<file path="src/rtl/alu_control_mdu.sv">
// alu_control_mdu: ALUOp/funct decoder plus MULT/DIV sequencer; ALU_CONTROL_ILLEGAL_EN adds illegal_funct
module alu_control_mdu #(
    parameter int CTRL_W     = 4,
    parameter int MUL_CYCLES = 4,
    parameter int DIV_CYCLES = 32,
    parameter int CNT_W      = 6
) (
    input  logic              clk,
    input  logic              rst,
    input  logic [1:0]        ALUOp,
    input  logic [5:0]        funct,
    input  logic              start,
    output logic [CTRL_W-1:0] ALUControl,
    output logic              hilo_sel,
    output logic              stall,
    output logic              mdu_busy,
    output logic              mdu_done,
    output logic              hilo_we,
    output logic [1:0]        mdu_op
`ifdef ALU_CONTROL_ILLEGAL_EN
    ,
    output logic              illegal_funct
`endif
);
    typedef enum logic [1:0] {IDLE, RUN, DONE} state_t;
    state_t           r_state, w_next;
    logic [CNT_W-1:0] r_cnt, w_cnt;
    logic [3:0]       w_code;
    logic [1:0]       r_op;
    logic             r_busy, r_done;
    logic             w_funct_op, w_mdu_req, w_hilo_rd, w_accept;
    always_comb begin
        w_code = 4'b0010;
        case (funct)
            6'h22, 6'h23: w_code = 4'b0110;
            6'h24:        w_code = 4'b0000;
            6'h25:        w_code = 4'b0001;
            6'h26:        w_code = 4'b0011;
            6'h27:        w_code = 4'b1100;
            6'h2A:        w_code = 4'b0111;
            6'h2B:        w_code = 4'b1011;
            6'h00:        w_code = 4'b1000;
            6'h02:        w_code = 4'b1001;
            6'h03:        w_code = 4'b1010;
            default:      w_code = 4'b0010;
        endcase
    end
    assign ALUControl = CTRL_W'(ALUOp == 2'b00 ? 4'b0010 :
                                ALUOp == 2'b01 ? 4'b0110 :
                                ALUOp == 2'b11 ? 4'b0001 : w_code);
    assign hilo_sel   = funct == 6'h10;
    assign w_funct_op = start & (ALUOp == 2'b10);
    assign w_mdu_req  = w_funct_op & (funct[5:2] == 4'b0110);
    assign w_hilo_rd  = w_funct_op & (funct == 6'h10 | funct == 6'h12);
    // Requests arriving while RUN are held by the main FSM and retried later
    assign stall      = (r_state == RUN) & (w_mdu_req | w_hilo_rd);
    assign w_accept   = w_mdu_req & (r_state != RUN);
    always_comb begin
        w_next = r_state;
        w_cnt  = r_cnt;
        if (w_accept) begin
            w_next = RUN;
            w_cnt  = funct[1] ? CNT_W'(DIV_CYCLES - 1) : CNT_W'(MUL_CYCLES - 1);
        end else if (r_state == RUN) begin
            w_next = (r_cnt == '0) ? DONE : RUN;
            w_cnt  = (r_cnt == '0) ? r_cnt : r_cnt - 1'b1;
        end else if (r_state == DONE) begin
            w_next = IDLE;
        end
    end
    always_ff @(posedge clk or posedge rst) begin
        if (rst) begin
            r_state <= IDLE;
            r_cnt   <= '0;
            r_busy  <= 1'b0;
            r_done  <= 1'b0;
            r_op    <= 2'b00;
        end else begin
            r_state <= w_next;
            r_cnt   <= w_cnt;
            r_busy  <= w_next == RUN;
            r_done  <= w_next == DONE;
            if (w_accept) r_op <= funct[1:0];
        end
    end
    assign mdu_busy = r_busy;
    assign mdu_done = r_done;
    assign hilo_we  = r_done;
    assign mdu_op   = r_op;
`ifdef ALU_CONTROL_ILLEGAL_EN
    logic w_known, r_illegal;
    assign w_known = funct inside {6'h20, 6'h21, 6'h22, 6'h23, 6'h24, 6'h25, 6'h26, 6'h27,
                                   6'h2A, 6'h2B, 6'h00, 6'h02, 6'h03,
                                   6'h18, 6'h19, 6'h1A, 6'h1B, 6'h10, 6'h12};
    always_ff @(posedge clk or posedge rst) begin
        if (rst) r_illegal <= 1'b0;
        else     r_illegal <= w_funct_op & ~w_known;
    end
    assign illegal_funct = r_illegal;
`endif
endmodule

</file>
<file path="config.mk">
export PLATFORM = sky130hd
export DESIGN_NAME = alu_control_mdu
export DESIGN_NICKNAME = d
export VERILOG_FILES = /design/src/rtl/alu_control_mdu.sv
export SDC_FILE = /design/constraint.sdc
export NUM_CORES = 1
export LEC_CHECK = 0
export CAP_MARGIN = 20
export CORE_MARGIN = 5
export CORE_UTILIZATION = 40
export DETAILED_ROUTE_END_ITERATION = 10
export PLACE_DENSITY = 0.71
export RECOVER_POWER = 100
export SLEW_MARGIN = 15
export SYNTH_ARGS = -nofsm -noshare
export SYNTH_HDL_FRONTEND = slang
export SYNTH_SLANG_ARGS = --single-unit
</file>
<file path="constraint.sdc">
create_clock -name clk -period 3.55 [get_ports clk]
set_input_delay 0.355 -clock clk [delete_from_list [all_inputs] [get_ports clk]]
set_output_delay 0.355 -clock clk [all_outputs]
set_load 0.01 [all_outputs]
</file>
**Yosys cells after proc, flatten, opt, wreduce, memory -nomap -nowiden**

Index checks and enable logic that the tools add are counted.

- Add/sub/neg operators: 1
- Equal/unequal tests: 22
- Mux-type cells: 12
- Bitwise gates (word level): 7
- Reduce and logical (&&, ||, !) cells: 6

Operators with widths:

| kind | number |
|---|---|
| $eq A6 B6 Y1 const B | 8 |
| $pmux W4 S10 | 1 |
| $mux W6 | 3 |
| $eq A6 B2 Y1 const B | 2 |
| $eq A6 B5 Y1 const B | 2 |
| $logic_not A6 Y1 | 2 |
| $mux W4 | 3 |
| $eq A2 B2 Y1 const B | 4 |
| $mux W2 | 4 |
| $eq A2 B1 Y1 const B | 3 |
| $sub A6 B1 Y6 const B | 1 |
| $and A1 B1 Y1 | 5 |
| $mux W5 | 1 |
| $eq A4 B3 Y1 const B | 1 |
| $logic_not A2 Y1 | 1 |
| $ne A2 B1 Y1 const B | 1 |
| $ne A2 B2 Y1 const B | 1 |
| $or A1 B1 Y1 | 2 |
| $reduce_and A2 Y1 | 1 |
| $reduce_bool A2 Y1 | 1 |
| $reduce_or A2 Y1 | 1 |

- Register bits: 12
- Bits of input ports: 11
- Logic and storage cells: 53

**Longest topological paths before layout**

Gate-level depths: netlist of the first run.

- Depth in word-level cells: 6
- Depth in mapped cells: 6

**Worst setup path after synthesis of the first run**

Ideal clock, no wire load.

- Kind: input-to-output
- Start: in funct[5]
- End: out ALUControl[3]
- Arrival: 1706 ps
- Required time: 3195 ps
- Setup slack: 1489 ps
- Cell stages on the path: 5
- Path buffers: 1
- Path through: clkbuf_1 > or2_2 > a21oi_1 > o21ai_0 > a2111oi_0

- Word-level cells in the longest chain between the ends: 6
- Elaborated cells between the ends (all ways): 16
- Classes of those cells: eq/ne (10); mux (4); reduce/logical (2)

RTL lines:

| what | RTL line | RTL |
|---|---|---|
| from (decl) | 11 | `input logic [5:0] funct,` |
| $eq A6 B6 Y1 | 34 | `case (funct)` |
| $reduce_or A2 Y1 | 34 |  |
| $pmux W4 S10 * | 34 |  |
| $mux W4 * | 50 | `ALUOp == 2'b11 ? 4'b0001 : w_code);` |
| $mux W4 * | 49 | `ALUOp == 2'b01 ? 4'b0110 :` |
| $mux W4 * | 48 | `assign ALUControl = CTRL_W'(ALUOp == 2'b00 ? 4'b0010 :` |
| to (decl) | 13 | `output logic [CTRL_W-1:0] ALUControl,` |

Mark *: on every way between the ends. The rest lies on a longest branch, timed or not.

**Worst setup path in the final report of the first run**

Ends and elaborated chain as after synthesis.

==> flow_metrics.env, run 1 <==
export IMPL_status="finished, final reports clean"
export IMPL_worst_slew_pin_slew_ns=0.727
export IMPL_syn_to_final_growth_pct=31.6
export IMPL_r2r_end="r_cnt[0]$_DFFE_PP0P_"
export IMPL_die_area_sq_mm=0.00287
export IMPL_antenna_found_initial=0
export IMPL_critPathCaptureType="output port"
export IMPL_grt_pass1_vias=680
export IMPL_tritoncts="yes"
export IMPL_synth_most_common_cell="dfrtp_1"
export IMPL_rsz0062_at_grt="no"
export IMPL_reg2reg_depth=6
export IMPL_ios=22
export IMPL_power_leakage_uw=0.000492
export IMPL_synth_distinct_cells=37
export IMPL_grt_pass1_wl_microns=2970
export IMPL_synth_seq_cells=12
export IMPL_diodes=0
export IMPL_startpoint_type="primary input"
export IMPL_synth_edf_count=0
export IMPL_drv_slew=0
export IMPL_ant_nets=0
export IMPL_regArea_sq_um=300
export IMPL_netlist_top_cells_area="dfrtp_1 39%, inv_1 3.9%, nand2b_1 3.3%, mux2_2 3.0%, o211ai_1 3.0%"
export IMPL_worstHoldPathType="reg2reg"
export IMPL_cts_sinks=12
export IMPL_yosysTopAreaCellShare=0.395
export IMPL_vias_per_cell=5.35
export IMPL_finalWorstSetupSlack_ns=0.689
export IMPL_syn_avg_cell_area_sq_um=9.28
export IMPL_cts_clk_slew_worst_paths_ns=0.08
export IMPL_drc=0
export IMPL_yosys_area_top_type="dfrtp_1"
export IMPL_hold_violations=0
export IMPL_power_uw=351
export IMPL_syn_num_nets=94
export IMPL_totalWireLength_microns=1660
export IMPL_final_nets=116
export IMPL_seq_area_frac_synth=0.395
export IMPL_layoutNonFillerInstCount=128
export IMPL_fmax_mhz=350
export IMPL_period_minus_slack_ns=2.86
export IMPL_fp_dieH_microns=53.6
export IMPL_start_util=0.431
export IMPL_grtUsageTotal=0.140
export IMPL_clock_latency_ns=0.27
export IMPL_startpoint="funct[5]"
export IMPL_die_x_microns=53.6
export IMPL_place_inst=124
export IMPL_dp_hpwl_microns=1270
export IMPL_h_tree_depth=1
export IMPL_clockRootBuffer="clkbuf_4"
export IMPL_grt_max_degree=13
export IMPL_r2r_setup_slack_ns=1.24
export IMPL_cts_made_buffers=3
export IMPL_synth_ff_type="dfrtp_1"
export IMPL_tns_ns=0
export IMPL_routed_via_count=685
export IMPL_multi_input_area_sq_um=393
export IMPL_crit_path_end="ALUControl[3]"
export IMPL_cts_setup_buffers=0
export IMPL_clockBufferDepth=2
export IMPL_finalSetupViolCount=0
export IMPL_ys_warn_count=0
export IMPL_drv_cap=0
export IMPL_drt_pass1_iter_count=4
export IMPL_async_flop_share=1.00
export IMPL_netlist_area_sq_um=761
export IMPL_crit_fanout=9
export IMPL_wire_per_inst_microns=13.0
export IMPL_dp_slack_ns=0.690
export IMPL_ir_drop_v=0.000227
export IMPL_period_share=0.806
export IMPL_max_slew_margin=0.511
export IMPL_hold_buffers=0
export IMPL_grt_overflow=0
export IMPL_synth_common_cells="12 x dfrtp_1, 8 x inv_1, 5 x nand2_1"
export IMPL_worstPathRequired_ns=3.19
export IMPL_drtIter0Drc=14
export IMPL_path_class="in2out"
export IMPL_syn_inst=82
export IMPL_r2r_start="r_cnt[0]$_DFFE_PP0P_"
export IMPL_coreArea_sq_mm=0.00176
export IMPL_io_buffers=21
export IMPL_p_per_area_mw_per_mm2=351
export IMPL_nFillCells=173
export IMPL_place_congestion=0.837
export IMPL_rows=15
export IMPL_cp_arrival_ns=2.51
export IMPL_post_cts_resized=0
export IMPL_fin_worst_skew_ns=0.00691
export IMPL_drive_above_1_share=0.0874
==> final cells by class <==
type                       instances  area share
multi-input combinational         58       0.393
sequential                        12       0.300
timing repair buffer              21       0.210
clock buffer                       4      0.0363
tap                               25      0.0313
inverter                           8      0.0300
==> power by group <==
part           leakage (uW)  switching (uW)  internal, uW
Combinational      0.000307            43.3          43.6
Sequential         0.000164            8.95           148
Clock             0.0000210            44.7          62.4
Total              0.000492            97.0           254
==> how the worst min path moves through the flow <==
stage / from / end / depth (start not counted)
CTS: rst / r_cnt[4]$_DFFE_PP0P_ / 2
global route: r_state[1]$_DFF_PP0_ / r_state[0]$_DFF_PP0_ / 1
finish: mdu_op[1]$_DFFE_PP0P_ / mdu_op[1]$_DFFE_PP0P_ / 2
detailed placement: mdu_op[1]$_DFFE_PP0P_ / mdu_op[1]$_DFFE_PP0P_ / 2
global placement: mdu_op[1]$_DFFE_PP0P_ / mdu_op[1]$_DFFE_PP0P_ / 2
floorplan: rst / hilo_we$_DFF_PP0_ / 1
==> sequential cells by signal, summed over array words and instances, names as in the netlist <==
register,count
r_state,2
r_cnt,6
mdu_op,2
mdu_busy,1
hilo_we,1
==> metal layers <==
metal  global-route usage  share of wire  vias to the layer above
met5                    0              0                        -
met4               0.0426              0                        0
met3               0.0499          0.073                        0
met2                0.227           0.48                       21
met1                0.174           0.45                      325
li1                     -              -                      339
==> cell usage in the layout, fill, tap and decap left out <==
| master | instances |
|---|---|
| dlygate4sd3_1 | 13 |
| dfrtp_1 | 12 |
| inv_1 | 8 |
| clkdlybuf4s50_1 | 8 |
| nand2_1 | 5 |
| nand2b_1 | 4 |
| nor3_1 | 4 |
| o21ai_0 | 4 |
| nor2_1 | 3 |
| o211ai_1 | 3 |
| and3_1 | 3 |
| clkbuf_4 | 3 |
| or2_2 | 2 |
| nand3_1 | 2 |
| nor2b_1 | 2 |
| mux2_2 | 2 |
| nor3b_1 | 2 |
| o311ai_0 | 2 |
| and4b_2 | 1 |
| nand4_1 | 1 |
| or3b_1 | 1 |
| o31ai_1 | 1 |
| o22a_1 | 1 |
| a21o_1 | 1 |
| mux2i_1 | 1 |
| a31oi_1 | 1 |
| xor2_1 | 1 |
| a32oi_1 | 1 |
| a41oi_1 | 1 |
| and4b_1 | 1 |
| nor4_1 | 1 |
| a21oi_1 | 1 |
| a2111oi_0 | 1 |
| or3_1 | 1 |
| or4_1 | 1 |
| mux2_1 | 1 |
| and2_1 | 1 |
| ha_1 | 1 |
| clkbuf_8 | 1 |
==> worst max-delay path: stages <==
cell and delay, ns:
clkdlybuf4s50_1 0.54, or2_2 0.33, a21oi_1 0.14, o21ai_0 0.10, a2111oi_0 0.38, dlygate4sd3_1 0.66
==> through the flow <==
stage               utilization  hold slack, ns  area [sq um]
finish                    0.567           0.487          1000
global route              0.567           0.544          1000
detailed placement        0.557           0.467           983
floorplan                     -           0.220           761
CTS                       0.578           0.388          1020
global placement          0.557           0.464           983
==> kinds of logic after synthesis <==
logic type                 synth area share
AOI/OAI and AO/OA                     0.178
DFF                                   0.395
adders and majority gates            0.0164
xor gates and xnor gates             0.0115
muxes                                0.0576
and+or+nand+nor                       0.278
buffers and inverters                0.0641
Power figures use the tool's default switching activity.
==> run 2: changes to the inputs <==
Settings changed: PLACE_DENSITY 0.71 to 0.74.
Clock period 3.55 ns to 2.5 ns, I/O delays scaled along.
==> run 2 against run 1 <==
Register-to-register slack lost 0.72 ns. First-iteration DRC count shrank 7.1%. Sequential share of layout area shrank 1.9 points. Clock power grew 7%. Wire length grew 3.9%. Power grew 36%. Die area is the same. Clock skew is essentially flat. Critical path depth is the same.
==> flow_metrics.env, run 2 (synthesis gave the netlist of run 1 again) <==
export IMPL_status="finished, final reports clean"
export IMPL_hold_slack_ns=0.411
export IMPL_die_x_microns=53.6
export IMPL_finalSetupViolCount=0
export IMPL_cts_sinks=12
export IMPL_top_layer="met4"
export IMPL_cp_arrival_ns=2.07
export IMPL_diodes=0
export IMPL_path_cells="clkdlybuf4s50_1 > xor2_1 > a32oi_1 > o21ai_0 > and3_1 > clkdlybuf4s50_1"
export IMPL_worstPathRequired_ns=2.25
export IMPL_power_uw=477
export IMPL_path_buf_inv=2
export IMPL_grt_pass1_wl_microns=2920
export IMPL_tritoncts="yes"
export IMPL_layout_commonest_cell="dfrtp_1"
export IMPL_routed_via_count=703
export IMPL_fin_worst_skew_ns=0.00683
export IMPL_power_leakage_uw=0.000533
export IMPL_grt_overflow=0
export IMPL_period_share=0.926
export IMPL_cts_setup_buffers=0
export IMPL_grtUsageTotal=0.139
export IMPL_hold_violations=0
export IMPL_tns_ns=0
export IMPL_final_nets=123
export IMPL_crit_family="buffers and inverters"
export IMPL_place_congestion=0.877
export IMPL_layoutNonFillerInstCount=134
export IMPL_rsz0062_at_grt="no"
export IMPL_cp_common_cell="clkdlybuf4s50_1"
export IMPL_cts_clk_slew_worst_paths_ns=0.07
export IMPL_drv_cap=0
export IMPL_max_slew_margin=0.702
export IMPL_drive_above_1_share=0.165
export IMPL_antenna_found_initial=0
export IMPL_ir_drop_v=0.000327
export IMPL_drc=0
export IMPL_place_area_sq_mm=0.00104
export IMPL_fp_dieH_microns=53.6
export IMPL_drv_slew=0
export IMPL_worst_slew_pin_slew_ns=0.446
export IMPL_wire_per_inst_microns=12.9
export IMPL_rows=15
export IMPL_cts_made_buffers=3
export IMPL_path_class="in2out"
export IMPL_totalWireLength_microns=1730
export IMPL_fmax_mhz=432
export IMPL_hold_buffers=0
export IMPL_drt_pass1_iter_count=4
export IMPL_cpPeakStageDelay_ns=0.64
export IMPL_die_area_sq_mm=0.00287
export IMPL_crit_fanout=8
export IMPL_ant_nets=0
export IMPL_critPathCaptureType="output port"
export IMPL_h_tree_depth=1
export IMPL_p_per_area_mw_per_mm2=447
export IMPL_ios=22
export IMPL_top_register="r_cnt"
export IMPL_grt_max_degree=13
export IMPL_largest_reg_flops=6
export IMPL_clock_latency_ns=0.27
export IMPL_period_minus_slack_ns=2.32
export IMPL_slowest_stage="clkdlybuf4s50_1"
export IMPL_clockRootBuffer="clkbuf_4"
export IMPL_met2_length_microns=808
export IMPL_vias_per_cell=5.25
export IMPL_final_cell_mix="12 x dfrtp_1, 10 x dlygate4sd3_1, 10 x clkdlybuf4s50_1"
export IMPL_worstHoldPathType="in2async"
export IMPL_clockBufferDepth=2
export IMPL_nFillCells=166
export IMPL_start_util=0.431
export IMPL_grt_pass1_vias=682
export IMPL_dp_hpwl_microns=1330
export IMPL_syn_to_final_growth_pct=40.3
export IMPL_startpoint_type="primary input"
export IMPL_wl_met1_microns=802
export IMPL_wl_met3_microns=85
export IMPL_drtIter0Drc=13
export IMPL_coreArea_sq_mm=0.00176
export IMPL_place_inst=131
export IMPL_stdcell_area_sq_mm=0.00107
export IMPL_io_buffers=21
[run 2: power by group]
group / internal (uW) / switching (uW) / leakage [uW]
sequential: 210 / 14.2 / 0.000164
combinational: 70.1 / 68.4 / 0.000355
clock: 55.7 / 58.2 / 0.0000138
total: 336 / 141 / 0.000533
[run 2: stage by stage]
step | worst slack, ns | utilization
global route | 0.0426 | 0.605
detailed placement | -0.000264 | 0.587
CTS | 0.00294 | 0.601
finish | 0.184 | 0.605
global placement | 0.0320 | 0.587
floorplan | 0.649 | -
[run 2: cell type report]
| class | instances | area (sq um) | share of cell area |
|---|---|---|---|
| Tap cell | 25 | 31.3 | 0.0293 |
| Multi-Input combinational cell | 58 | 418 | 0.392 |
| Clock buffer | 3 | 22.5 | 0.0211 |
| Inverter | 8 | 30.0 | 0.0281 |
| Timing Repair Buffer | 28 | 265 | 0.249 |
| Sequential cell | 12 | 300 | 0.281 |
[run 2: path summary, 6_finish.rpt]
kind	depth (start not counted)	startpoint	end	slack (ns)
min in group clk	2	mdu_op[1]$_DFFE_PP0P_	mdu_op[1]$_DFFE_PP0P_	0.49
min reg2reg	2	mdu_op[1]$_DFFE_PP0P_	mdu_op[1]$_DFFE_PP0P_	0.49
min	2	rst	hilo_we$_DFF_PP0_	0.41
max reg2reg	6	r_cnt[0]$_DFFE_PP0P_	r_cnt[0]$_DFFE_PP0P_	0.52
max in group asynchronous	2	rst	r_cnt[4]$_DFFE_PP0P_	1.77
max	6	funct[1]	ALUControl[0]	0.18
[run 2: routing by layer]
layer,up-vias,track usage
li1,355,-
met1,326,0.171
met2,16,0.227
met3,6,0.0249
met4,0,0.0766
met5,-,0
[run 2: what timing repair did]
action | in CTS | in global routing
resized for setup | 1 | 3
endpoints found under the setup margin | 1 | 2
endpoints found under the hold margin | 0 | 0
==> run 3: changes to the inputs <==
Settings changed: CORE_MARGIN 5 to 2.
==> run 3 against run 2 <==
Via count increased by 1.3%. Core utilization increased by 0.35 points. Flip-flop and latch count unchanged. Worst setup slack got worse by 0.015 ns. Power decreased by 0.52%. Critical path depth increased by 2. Clock skew decreased by 0.0054 ns. Non-clock buffer count increased by 2. Clock power about the same. Count of clock-buffer cells in the layout unchanged. Sequential power about the same. Final cell count increased by 1.5%. Critical endpoint unchanged.
==> flow_metrics.env, run 3 (synthesis gave the netlist of run 1 again) <==
export IMPL_cts_made_buffers=3
export IMPL_layout_commonest_cell="dfrtp_1"
export IMPL_ir_drop_v=0.000465
export IMPL_grt_overflow=0
export IMPL_final_cell_mix="12 x dfrtp_1, 11 x dlygate4sd3_1, 9 x buf_4"
export IMPL_die_area_sq_mm=0.00227
export IMPL_fin_worst_skew_ns=0.00143
export IMPL_nFillCells=168
export IMPL_wire_per_inst_microns=12.7
export IMPL_clock_latency_ns=0.26
export IMPL_period_minus_slack_ns=2.33
export IMPL_fp_dieH_microns=47.6
export IMPL_status="finished, final reports clean"
export IMPL_clockBufferDepth=2
export IMPL_grt_max_degree=13
export IMPL_tritoncts="yes"
export IMPL_regArea_sq_um=300
export IMPL_p_per_area_mw_per_mm2=442
export IMPL_drtIter0Drc=6
export IMPL_cp_arrival_ns=2.08
export IMPL_diodes=0
export IMPL_grtUsageTotal=0.169
export IMPL_hold_slack_ns=0.437
export IMPL_ios=22
export IMPL_startpoint_type="primary input"
export IMPL_reg2reg_depth=6
export IMPL_r2r_end="r_cnt[0]$_DFFE_PP0P_"
export IMPL_dp_hpwl_microns=1320
export IMPL_vias_per_cell=5.24
export IMPL_ant_nets=0
export IMPL_io_buffers=21
export IMPL_fmax_mhz=429
export IMPL_crit_family="buffers and inverters"
export IMPL_hold_buffers=0
export IMPL_worstPathRequired_ns=2.25
export IMPL_post_cts_resized=0
export IMPL_hold_violations=0
export IMPL_drv_slew=0
export IMPL_path_class="in2out"
export IMPL_drv_cap=0
export IMPL_grt_pass1_wl_microns=2680
export IMPL_coreArea_sq_mm=0.00176
export IMPL_multi_input_area_sq_um=413
export IMPL_grt_pass1_vias=617
export IMPL_place_congestion=0.831
export IMPL_tns_ns=0
export IMPL_h_tree_depth=1
export IMPL_cpPeakStageDelay_ns=0.54
export IMPL_top_register="r_cnt"
export IMPL_drive_above_1_share=0.171
export IMPL_rows=15
export IMPL_cts_setup_buffers=0
export IMPL_worst_slew_pin_slew_ns=0.455
export IMPL_path_buf_inv=4
export IMPL_clockRootBuffer="clkbuf_4"
export IMPL_r2r_setup_slack_ns=0.53
export IMPL_rsz0062_at_grt="no"
export IMPL_antenna_found_initial=0
export IMPL_critPathCaptureType="output port"
export IMPL_drc=0
export IMPL_routed_via_count=712
export IMPL_path_cells="clkdlybuf4s50_1 > buf_4 > nor3_2 > buf_4 > a32oi_1 > o21ai_0 > and3_1 > clkdlybuf4s50_1"
export IMPL_die_x_microns=47.6
export IMPL_start_util=0.431
export IMPL_cts_clk_slew_worst_paths_ns=0.07
export IMPL_final_nets=125
export IMPL_slowest_stage="clkdlybuf4s50_1"
export IMPL_largest_reg_flops=6
export IMPL_power_leakage_uw=0.000538
export IMPL_totalWireLength_microns=1730
export IMPL_max_slew_margin=0.696
export IMPL_period_share=0.933
export IMPL_finalSetupViolCount=0
export IMPL_drt_pass1_iter_count=2
export IMPL_crit_fanout=4
export IMPL_r2r_start="r_cnt[0]$_DFFE_PP0P_"
export IMPL_syn_to_final_growth_pct=41.1
export IMPL_cts_sinks=12
export IMPL_final_util=0.609
export IMPL_worstHoldPathType="in2async"
export IMPL_power_uw=474
[run 3: changes by cell type in the layout (fill, tap and decap cells not counted)]
cell	previous run	this run
a2111oi_1	0	1
a2111oi_2	1	0
buf_4	6	9
clkbuf_1	0	1
clkbuf_4	4	3
clkdlybuf4s50_1	10	7
dlygate4sd3_1	10	11
dlymetal6s2s_1	1	2
[run 3: stage by stage]
step	instances	worst slack, ns	area, sq um
5_1_grt	136	0.0123	1070
6_report	136	0.169	1070
2_1_floorplan	82	0.649	761
3_3_place_gp	133	0.0135	1050
4_1_cts	136	0.00513	1070
3_5_place_dp	133	0.0235	1050
[run 3: how the worst max path moves through the flow]
stage             start             to  slack (ns)  cells past startpoint
3_3_place_gp   funct[0]  ALUControl[3]        0.01                      6
5_1_grt        funct[5]  ALUControl[0]        0.01                      8
2_1_floorplan  funct[5]  ALUControl[3]        0.65                      5
6_report       funct[5]  ALUControl[0]        0.17                      8
3_5_place_dp   funct[0]  ALUControl[3]        0.02                      6
4_1_cts        funct[0]  ALUControl[3]       0.005                      6
[run 3: final cells by class]
cell class,instances,area share
clock buffer,3,0.0210
inverter,8,0.0280
multi-input combinational,58,0.385
sequential,12,0.280
tap,25,0.0291
timing repair buffer,30,0.258
[run 3: routing by layer]
| metal | wire (microns) | global-route usage | part of all wire |
|---|---|---|---|
| met1 | 815 | 0.226 | 0.47 |
| met2 | 821 | 0.278 | 0.47 |
| met3 | 79 | 0.0340 | 0.046 |
| met4 | 15 | 0.0486 | 0.0087 |
| met5 | 0 | 0 | 0 |
[run 3: power by group]
| group | total, uW | internal, uW | switching, uW |
|---|---|---|---|
| clock network | 112 | 55.6 | 56.2 |
| registers | 225 | 210 | 14.5 |
| logic | 138 | 70.6 | 67.2 |
